File: config.mk
export PLATFORM = sky130hd
export DESIGN_NAME = rr_mux_arbiter
export DESIGN_NICKNAME = d
export VERILOG_FILES = /design/src/rtl/rr_mux_arbiter.sv
export SDC_FILE = /design/constraint.sdc
export NUM_CORES = 1
export LEC_CHECK = 0
export CELL_PAD_IN_SITES_DETAIL_PLACEMENT = 0
export CELL_PAD_IN_SITES_GLOBAL_PLACEMENT = 2
export CORE_ASPECT_RATIO = 1.75
export CORE_MARGIN = 2
export CORE_UTILIZATION = 23
export DETAILED_ROUTE_END_ITERATION = 7
export GPL_ROUTABILITY_DRIVEN = 0
export PLACE_DENSITY = 0.83
export SLEW_MARGIN = 15
export SYNTH_ARGS = -nofsm -noshare
export SYNTH_HDL_FRONTEND = slang
export SYNTH_SLANG_ARGS = --single-unit
File: constraint.sdc
create_clock -name clk -period 3.3 [get_ports clk]
set_input_delay 0.66 -clock clk [delete_from_list [all_inputs] [get_ports clk]]
set_output_delay 0.66 -clock clk [all_outputs]
set_load 0.01 [all_outputs]
File: src/rtl/rr_mux_arbiter.sv
// Round-robin arbiter: four WIDTH-bit sources share one registered output stage
// with a valid/ready handshake. The rotating pointer starts one past the last winner.
module rr_mux_arbiter #(
  parameter int WIDTH = 8
) (
  input  logic             clk,
  input  logic             rst_n,
  input  logic [3:0]       req_valid,
  input  logic [WIDTH-1:0] req_data_a,
  input  logic [WIDTH-1:0] req_data_b,
  input  logic [WIDTH-1:0] req_data_c,
  input  logic [WIDTH-1:0] req_data_d,
  output logic [3:0]       req_ready,
  output logic [WIDTH-1:0] out_data,
  output logic             out_valid,
  input  logic             out_ready,
  output logic [1:0]       out_sel
);

  typedef enum logic {
    ST_EMPTY = 1'b0,
    ST_FULL  = 1'b1
  } state_t;

  state_t           r_state;
  logic [1:0]       r_ptr;
  logic [WIDTH-1:0] r_data;
  logic [1:0]       r_sel;
  logic             r_valid;

  logic             w_load;
  logic             w_found;
  logic [1:0]       w_grant;
  logic             w_take;
  logic [WIDTH-1:0] w_mux_data;
  logic [2:0]       w_arb;

  // Scans from the highest offset down so the lowest offset from r_ptr wins.
  function automatic logic [2:0] f_arbitrate(input logic [3:0] req, input logic [1:0] ptr);
    logic       found;
    logic [1:0] idx;
    logic [1:0] cand;
    found = 1'b0;
    idx   = 2'd0;
    for (int k = 3; k >= 0; k--) begin
      cand = ptr + k[1:0];
      if (req[cand]) begin
        found = 1'b1;
        idx   = cand;
      end
    end
    return {found, idx};
  endfunction

  // The slot can take a new item when empty or when the held item leaves this cycle.
  assign w_load  = (r_state == ST_EMPTY) | ((r_state == ST_FULL) & out_ready);
  assign w_arb   = f_arbitrate(req_valid, r_ptr);
  assign w_found = w_arb[2];
  assign w_grant = w_arb[1:0];
  assign w_take  = w_load & w_found;

  always_comb begin
    w_mux_data = req_data_a;
    case (w_grant)
      2'd0:    w_mux_data = req_data_a;
      2'd1:    w_mux_data = req_data_b;
      2'd2:    w_mux_data = req_data_c;
      2'd3:    w_mux_data = req_data_d;
      default: w_mux_data = req_data_a;
    endcase
  end

  // Gated by rst_n so no capture pulse escapes while the stage is held in reset.
  assign req_ready = (rst_n & w_take) ? (4'b0001 << w_grant) : 4'b0000;

  always_ff @(posedge clk or negedge rst_n) begin
    if (!rst_n) begin
      r_state <= ST_EMPTY;
      r_ptr   <= 2'd0;
      r_data  <= '0;
      r_sel   <= 2'd0;
      r_valid <= 1'b0;
    end else begin
      case (r_state)
        ST_EMPTY: begin
          if (w_take) begin
            r_state <= ST_FULL;
            r_data  <= w_mux_data;
            r_sel   <= w_grant;
            r_valid <= 1'b1;
            r_ptr   <= w_grant + 2'd1;
          end
        end
        ST_FULL: begin
          if (out_ready) begin
            if (w_found) begin
              r_data  <= w_mux_data;
              r_sel   <= w_grant;
              r_valid <= 1'b1;
              r_ptr   <= w_grant + 2'd1;
            end else begin
              r_state <= ST_EMPTY;
              r_valid <= 1'b0;
            end
          end
        end
        default: begin
          r_state <= r_state;
          r_ptr   <= r_ptr;
          r_data  <= r_data;
          r_sel   <= r_sel;
          r_valid <= r_valid;
        end
      endcase
    end
  end

  assign out_data  = r_data;
  assign out_sel   = r_sel;
  assign out_valid = r_valid;

endmodule
After elaboration in Yosys (flattened, before gate mapping)
Cells that the tools add are included.
{"block": "totals", "word_cells": 65, "inputBits": 39, "out_inout_bits": 15, "reg_bits": 14}
{"block": "classes", "bitwise": 5, "n_reduce_logical": 3, "addsub": 4, "mux": 37, "eq_ne": 6, "shifts": 1, "magnitude_cmp": 4}
{"cell": "$pmux W8 S4", "n": 1}
{"cell": "$mux W8", "n": 3}
{"cell": "$mux W2", "n": 10}
{"cell": "$pmux W8 S2", "n": 1}
{"cell": "$mux W1", "n": 13}
{"cell": "$lt A2 B3 Y1 const B", "n": 4}
{"cell": "$bmux W1 S2", "n": 4}
{"cell": "$pmux W2 S2", "n": 2}
{"cell": "$add A2 B1 Y2 const B", "n": 2}
{"cell": "$add A2 B2 Y2 const B", "n": 2}
{"cell": "$eq A2 B2 Y1 const B", "n": 2}
{"cell": "$mux W4", "n": 1}
{"cell": "$ne A2 B2 Y1 const B", "n": 2}
{"cell": "$pmux W1 S2", "n": 2}
{"cell": "$shl A1 B2 Y4 const A", "n": 1}
{"cell": "$and A1 B1 Y1", "n": 3}
{"cell": "$reduce_and A3 Y1", "n": 1}
{"cell": "$eq A2 B1 Y1 const B", "n": 1}
{"cell": "$logic_not A2 Y1", "n": 1}
{"cell": "$ne A2 B1 Y1 const B", "n": 1}
{"cell": "$reduce_and A2 Y1", "n": 1}
{"cell": "$not A1 Y1", "n": 1}
{"cell": "$or A1 B1 Y1", "n": 1}

Depth between registers and ports, before layout
Gate-level depths: netlist of run 1.
{"block": "depth", "ltp_word": 12, "ltp_mapped": 8, "depth_no_buf": 7}

Worst setup path after synthesis of run 1
Ideal clock, no wire load.
{"block": "synth_path", "path_kind": "input to output", "startpoint": "input req_valid[3]", "endpoint": "output req_ready[1]", "setup_slack_ps": 811, "n_path_buf": 1, "arrival_time_ps": 1829, "cell_stages": 6, "cell_sequence": "nand2b_1 > a21boi_0 > or3_1 > ha_1 > clkbuf_1 > and3_1"}
{"block": "synth_via", "elab_chain_len": 9, "word_cells_on_any_way": 20, "cone_classes": "1 x shift; 17 x mux; 2 x bitwise"}
{"element": "start, declared", "line": "8", "text": "input logic [3:0] req_valid,"}
{"element": "$bmux W1 S2", "line": "47", "text": "if (req[cand]) begin"}
{"element": "$mux W1 (not written as such)", "line": "47"}
{"element": "$mux W1 (4 in series)", "line": "47"}
{"element": "$and A1 B1 Y1", "line": "60", "text": "assign w_take = w_load & w_found;"}
{"element": "$and A1 B1 Y1", "line": "74", "text": "assign req_ready = (rst_n & w_take) ? (4'b0001 << w_grant) : 4'b0000;"}
{"element": "$mux W4 *", "line": "74"}
{"element": "end, declared", "line": "13", "text": "output logic [3:0] req_ready,"}
Every way passes the cells marked *; elsewhere a longest branch is shown, timed or not. The select of a mux whose other input is x is not followed.

Worst setup path in the final report of run 1
Same ends and word-level chain as after synthesis.

==> summary.txt, run 1 <==
Sequential-to-total area share from yosys stat - 35.7%
Wire length of the first global-routing pass - 4.55 mm
Layout cells sized above 1 - 19.5%
Leading area contributor after synthesis - dfrtp_1
Die footprint - 4820 µm²
Grt ovf - 0
Crit path max fanout - 3
Syn Std Cell Area - 981 µm²
Final wirelength - 3.01 mm
Vias in the first global route - 1,026
DRT antenna net count - 0
Setup TNS - 0 ns
Largest net degree at the start of global routing - 10
Most common cell after layout, fill and taps aside - clkdlybuf4s50_1
Combinational share of power - 56.5%
Worst Hold Slack - 0.436 ns
Htree depth - 1
Slew margin rel. - 68.1%
Setup CP Type - input pin to output pin
GRT busiest layer - met2
Register bit count reported by yosys - 14
Minimum clock period - 3.01 ns
Die Y - 90.4 µm
Synth cell types - 31
PortBufs - 53
# DRC - 0
Fmax - 332 MHz
P_sw - 0.317 mW
Worst r2r src - r_ptr[1]
Final Max Slew Viols - 0
Worst clock skew - 0.00238 ns
Worst slew pin tran - 0.479 ns
Required @ worst endpoint - 2.64 ns
Later-pin clock latency in the skew report - 0.24 ns
Nets - 200
Met3 usage - 3.48%
Top-area cell type share of the netlist area - 35.7%
Leak Pwr - 0.823 nW
Most frequent cells in the layout - clkdlybuf4s50_1, dfrtp_1, buf_4
Yosys warning count - 0
Clock power frac - 13.8%
Cell Int Power - 0.641 mW
Switch share - 33.1%
Reg clk slew, reported paths - 0.05 ns
# fillers - 428
Max Buffers Root-to-Sink - 2
Syn_nets - 135
PD cells - 563 nW/µm²
Total global-route track usage - 12.5%
Met2 usage - 23.9%
Finished Cell Area - 1700 µm²
RR Endpoint - out_data[6]
CTS sink count - 14
I/O pin count - 54
Synth top area cells - dfrtp_1, mux2i_1, mux2_4
Initial antenna violation count - 0
R2r setup slk - 0.95 ns
Post-Route Utilization - 41.4%
# setup viols final - 0
Area Overhead vs Synth - 73.5%
RSZ-0062 raised after global routing - false
Period Utilization, post-route - 91.3%
Via count - 975
Placed Area - 1640 µm²
Hold Fails Final Rpt - 0
Horiz. Die Dim - 53.4 µm
Core footprint - 4110 µm²
HPWL Detailed - 2.54 mm
HP Class - flip-flop to flip-flop
Worst setup path endpoint - req_ready[1]
Max_cap viols - 0
GR Util met1 - 12.1%
Status - finished clean
Standard-cell rows - 31
Critical path arrival - 2.35 ns
Synth Instances - 91
Critical path origin - req_valid[3]
Pre-Repair DR Iteration Count - 4
Tot Pwr - 0.958 mW
ANT cells - 0
Sequential share of power - 29.7%
Crit. End Element - output pin
Routed vias/inst - 4.80
Number of CTS-inserted buffers - 3
Detailed Route Iter0 Violations - 28
Startpoint Class - input pin
TritonCTS clock tree - yes
WL per Instance - 14.8 µm
Root buffer cell - clkbuf_8
Worst Reg-to-Reg Cells - 8
Initial Util - 23.9%
Mean post-synth cell area - 10.8 µm²
Max IR drop VDD - 0.233 mV
-- cell usage after synthesis --
master	instances
o41ai_1	1
dfrtp_1	14
inv_1	9
nand2_1	2
a32oi_1	1
o2bb2ai_1	1
a222oi_1	8
nand3_1	2
ha_1	5
mux2_4	6
buf_1	1
a32o_1	1
nand2b_1	2
mux2_2	3
or2b_1	1
mux2i_1	9
a21o_1	2
a21oi_1	1
nor3_1	1
o21ai_0	1
and3_1	5
clkbuf_1	3
a211oi_1	1
nor4_4	1
or2_2	1
buf_6	1
nor2_2	1
a21boi_0	1
or3_1	1
nor2b_1	2
nor2_1	3
-- what timing repair did --
action | CTS | global route
setup buffers | 0 | 0
gates resized for setup | 2 | 6
pin swaps | 1 | 0
endpoints found under the setup margin | 3 | 4
hold buffers | 0 | 0
-- power by group through the flow --
stage                     registers, mW  logic (mW)  clock network [mW]
after floorplan                   0.303       0.256                   0
after global placement            0.283       0.525                   0
after detailed placement          0.286       0.537                   0
after CTS                         0.283       0.544               0.137
after global routing              0.293       0.584               0.144
final                             0.285       0.542               0.132
-- worst min path at each step --
| stage | from | endpoint | slack, ns | cells past startpoint |
|---|---|---|---|---|
| floorplan | rst_n | out_data[0] | 0.36 | 0 |
| global placement | r_state | out_valid | 0.43 | 1 |
| detailed placement | r_state | out_valid | 0.43 | 1 |
| CTS | r_state | out_valid | 0.44 | 1 |
| global route | r_state | out_valid | 0.49 | 1 |
| finish | r_state | out_valid | 0.44 | 1 |
-- metal layers --
metal / share of wire, % / routed length [µm]
met5: 0 / 0
met4: 0.70 / 21
met3: 10 / 311
met2: 52 / 1580
met1: 37 / 1100
-- critical path, stage by stage --
cell and delay [ns]:
clkdlybuf4s50_1 0.50, nand2b_1 0.14, a21boi_1 0.12, or3_4 0.41, ha_1 0.22, and3_1 0.14
dlymetal6s2s_1 0.16
-- per-stage QoR --
| stage | std cells | worst slack, ns |
|---|---|---|
| 2_1_floorplan | 91 | 0.811 |
| 3_3_place_gp | 200 | 0.0106 |
| 3_5_place_dp | 200 | -0.0259 |
| 4_1_cts | 203 | -0.00723 |
| 5_1_grt | 203 | 0.175 |
| 6_report | 203 | 0.288 |
-- flip-flops by register name (all words and copies together), names as in the netlist --
signal     flops
r_ptr          2
out_sel        2
out_data       8
out_valid      1
r_state        1
-- area by class of cell --
cell class | instances | area [µm²] | area share [%]
Clock buffer | 3 | 41.3 | 2.43
Inverter | 9 | 33.8 | 1.99
Timing Repair Buffer | 65 | 631 | 37.1
Sequential cell | 14 | 350 | 20.6
Multi-Input combinational cell | 63 | 584 | 34.3
Tap cell | 49 | 61.3 | 3.60
-- cell families (layout without fill, tap and decap cells) --
| group | after synthesis | after routing | share of synthesized area [%] |
|---|---|---|---|
| AND/OR/NAND/NOR | 22 | 22 | 14.0 |
| AO/OA/AOI/OAI | 18 | 18 | 15.9 |
| adder cells (fa/ha/maj) | 5 | 5 | 6.38 |
| buffers and inverters | 14 | 77 | 6.12 |
| multiplexers | 18 | 18 | 21.8 |
| flip-flops | 14 | 14 | 35.7 |
No activity file was read; power rests on OpenSTA's default activity.
==> inputs of run 2 (changes only) <==
--- a/config.mk
+++ b/config.mk
@@ -12,6 +12,7 @@
 export CORE_UTILIZATION = 23
 export DETAILED_ROUTE_END_ITERATION = 7
 export GPL_ROUTABILITY_DRIVEN = 0
+export GPL_TIMING_DRIVEN = 0
 export PLACE_DENSITY = 0.83
 export SLEW_MARGIN = 15
 export SYNTH_ARGS = -nofsm -noshare
==> run 2 against run 1 <==
  * Fmax down 5.9%
  * Combinational power about the same
  * Non-clock buffer count down 7
  * Clock skew up 0.0022 ns
  * Hold slack better by 0.0014 ns
  * Die area unchanged
  * Global-route usage up 0.26 points
  * Sequential share of layout area up 0.20 points
  * Core utilization down 0.40 points
  * Clock-buffer cell count up 1
  * Critical path type unchanged
  * Largest power group unchanged
  * Highest routed layer unchanged
==> summary.txt, run 2 (synthesis results as in run 1) <==
Finished Cell Area - 1690 µm² (-0.96%)
Largest net degree at the start of global routing - 19 (+9)
Pre-Repair DR Iteration Count - 5 (+1)
Number of CTS-inserted buffers - 3 (unchanged)
Leak Pwr - 0.744 nW (-9.6%)
Root buffer cell - clkbuf_8
Nets - 193 (-3.5%)
Cell Int Power - 0.667 mW (+4.0%)
Htree depth - 1 (unchanged)
Sequential share of power - 28.5% (-1.2 points)
Vias in the first global route - 1,025 (-0.097%)
HP Class - flip-flop to flip-flop
Tot Pwr - 0.992 mW (+3.5%)
Startpoint Class - input pin
Hold Fails Final Rpt - 0 (unchanged)
Setup TNS - 0 ns (unchanged)
Max Buffers Root-to-Sink - 2 (unchanged)
Crit path max fanout - 3 (unchanged)
I/O pin count - 54 (unchanged)
Initial antenna violation count - 0 (unchanged)
Clock power frac - 16.7% (+2.9 points)
Crit. End Element - output pin
PortBufs - 53 (unchanged)
Slew margin rel. - 46.9% (-21 points)
P_sw - 0.325 mW (+2.6%)
# DRC - 0 (unchanged)
WL per Instance - 15.8 µm (+6.6%)
Worst clock skew - 0.00454 ns (+0.00216 ns)
Later-pin clock latency in the skew report - 0.25 ns (about the same)
Core footprint - 4110 µm² (unchanged)
Required @ worst endpoint - 2.64 ns (about the same)
Die Y - 90.4 µm (unchanged)
Layout cells sized above 1 - 18.9% (-0.56 points)
HPWL Detailed - 2.38 mm (-6.2%)
CTS sink count - 14 (unchanged)
# fillers - 437 (+2.1%)
Combinational share of power - 54.8% (-1.7 points)
Minimum clock period - 3.20 ns (+0.190 ns)
Routed vias/inst - 4.86 (+1.1%)
Final Max Slew Viols - 0 (unchanged)
Reg clk slew, reported paths - 0.06 ns (about the same)
Grt ovf - 0 (unchanged)
Fmax - 312 MHz (-5.9%)
Die footprint - 4820 µm² (unchanged)
Worst slew pin tran - 0.794 ns (+0.315 ns)
Setup CP Type - input pin to output pin
Max IR drop VDD - 0.290 mV (+25%)
DRT antenna net count - 0 (unchanged)
Status - finished clean
Initial Util - 23.9% (unchanged)
TritonCTS clock tree - yes
Switch share - 32.8% (-0.28 points)
Final wirelength - 3.12 mm (+3.4%)
Max reg flops - 8 (unchanged)
PD cells - 588 nW/µm² (+4.5%)
Worst Hold Slack - 0.437 ns (+0.00137 ns)
Area Overhead vs Synth - 71.8%
Most frequent cells in the layout - clkdlybuf4s50_1, dfrtp_1, inv_1, mux2i_1, a222oi_1
ANT cells - 0 (unchanged)
# setup viols final - 0 (unchanged)
Placed Area - 1570 µm² (-3.9%)
Via count - 957 (-1.8%)
Total global-route track usage - 12.7% (+0.26 points)
Detailed Route Iter0 Violations - 33 (+18%)
Standard-cell rows - 31 (unchanged)
Horiz. Die Dim - 53.4 µm (unchanged)
Period Utilization, post-route - 97.0% (+5.8 points)
Critical path arrival - 2.54 ns (+0.19 ns)
Max_cap viols - 0 (unchanged)
Post-CTS Hold Fix Bufs - 0 (unchanged)
Most common cell after layout, fill and taps aside - clkdlybuf4s50_1
Wire length of the first global-routing pass - 4.55 mm (+0.15%)
run 2: power groups by stage:
stage | Clock, mW | Sequential [mW] | Combinational [mW]
after floorplan | 0 | 0.303 | 0.256
after global placement | 0 | 0.283 | 0.506
after detailed placement | 0 | 0.283 | 0.512
after CTS | 0.172 | 0.283 | 0.546
after global routing | 0.179 | 0.294 | 0.592
final | 0.165 | 0.283 | 0.543
run 2: per-stage QoR:
step | instances | setup WS (ns) | utilization [%]
floorplan | 91 | 0.811 | -
global placement | 193 | -0.514 | 38.3
detailed placement | 193 | -0.521 | 38.3
CTS | 197 | -0.000512 | 40.6
global route | 197 | -0.00672 | 41.0
finish | 197 | 0.0976 | 41.0
run 2: path summary, 6_finish.rpt:
check                                  start      endpoint  slack [ns]  depth (start not counted)
worst max-delay path            req_valid[1]  req_ready[0]         0.1                          6
worst min-delay path                 r_state     out_valid        0.44                          1
worst max register to register      r_ptr[1]   out_data[6]        0.92                          8
worst min register to register       r_state     out_valid        0.44                          1
max in group asynchronous              rst_n   out_data[6]        1.93                          1
min in group asynchronous              rst_n       r_state        0.88                          1
run 2: worst max-delay path: stages:
cell	delay (ns)
clkdlybuf4s50_1	0.47
a21boi_2	0.21
or3_4	0.38
ha_1	0.21
and3_1	0.13
clkdlybuf4s50_1	0.48
run 2: metal layers:
layer,up-vias,track usage [%],part of all wire (%)
met5,-,0,0
met4,0,3.85,0.39
met3,2,3.97,10
met2,51,23.8,53
met1,451,12.4,36
li1,453,-,-
run 2: area by class of cell:
type	count	area (µm²)	share of cell area, %
multi-input combinational	63	613	36.4
timing repair buffer	56	557	33.0
sequential	14	350	20.8
tap	49	61.3	3.64
clock buffer	4	55.1	3.27
inverter	9	33.8	2.00
buffer	2	15.0	0.891
run 2: timing repair:
action | in CTS | in global routing
resized for setup | 9 | 4
endpoints found under the setup margin | 4 | 4
pin swaps | 3 | 0
setup buffers | 3 | 0
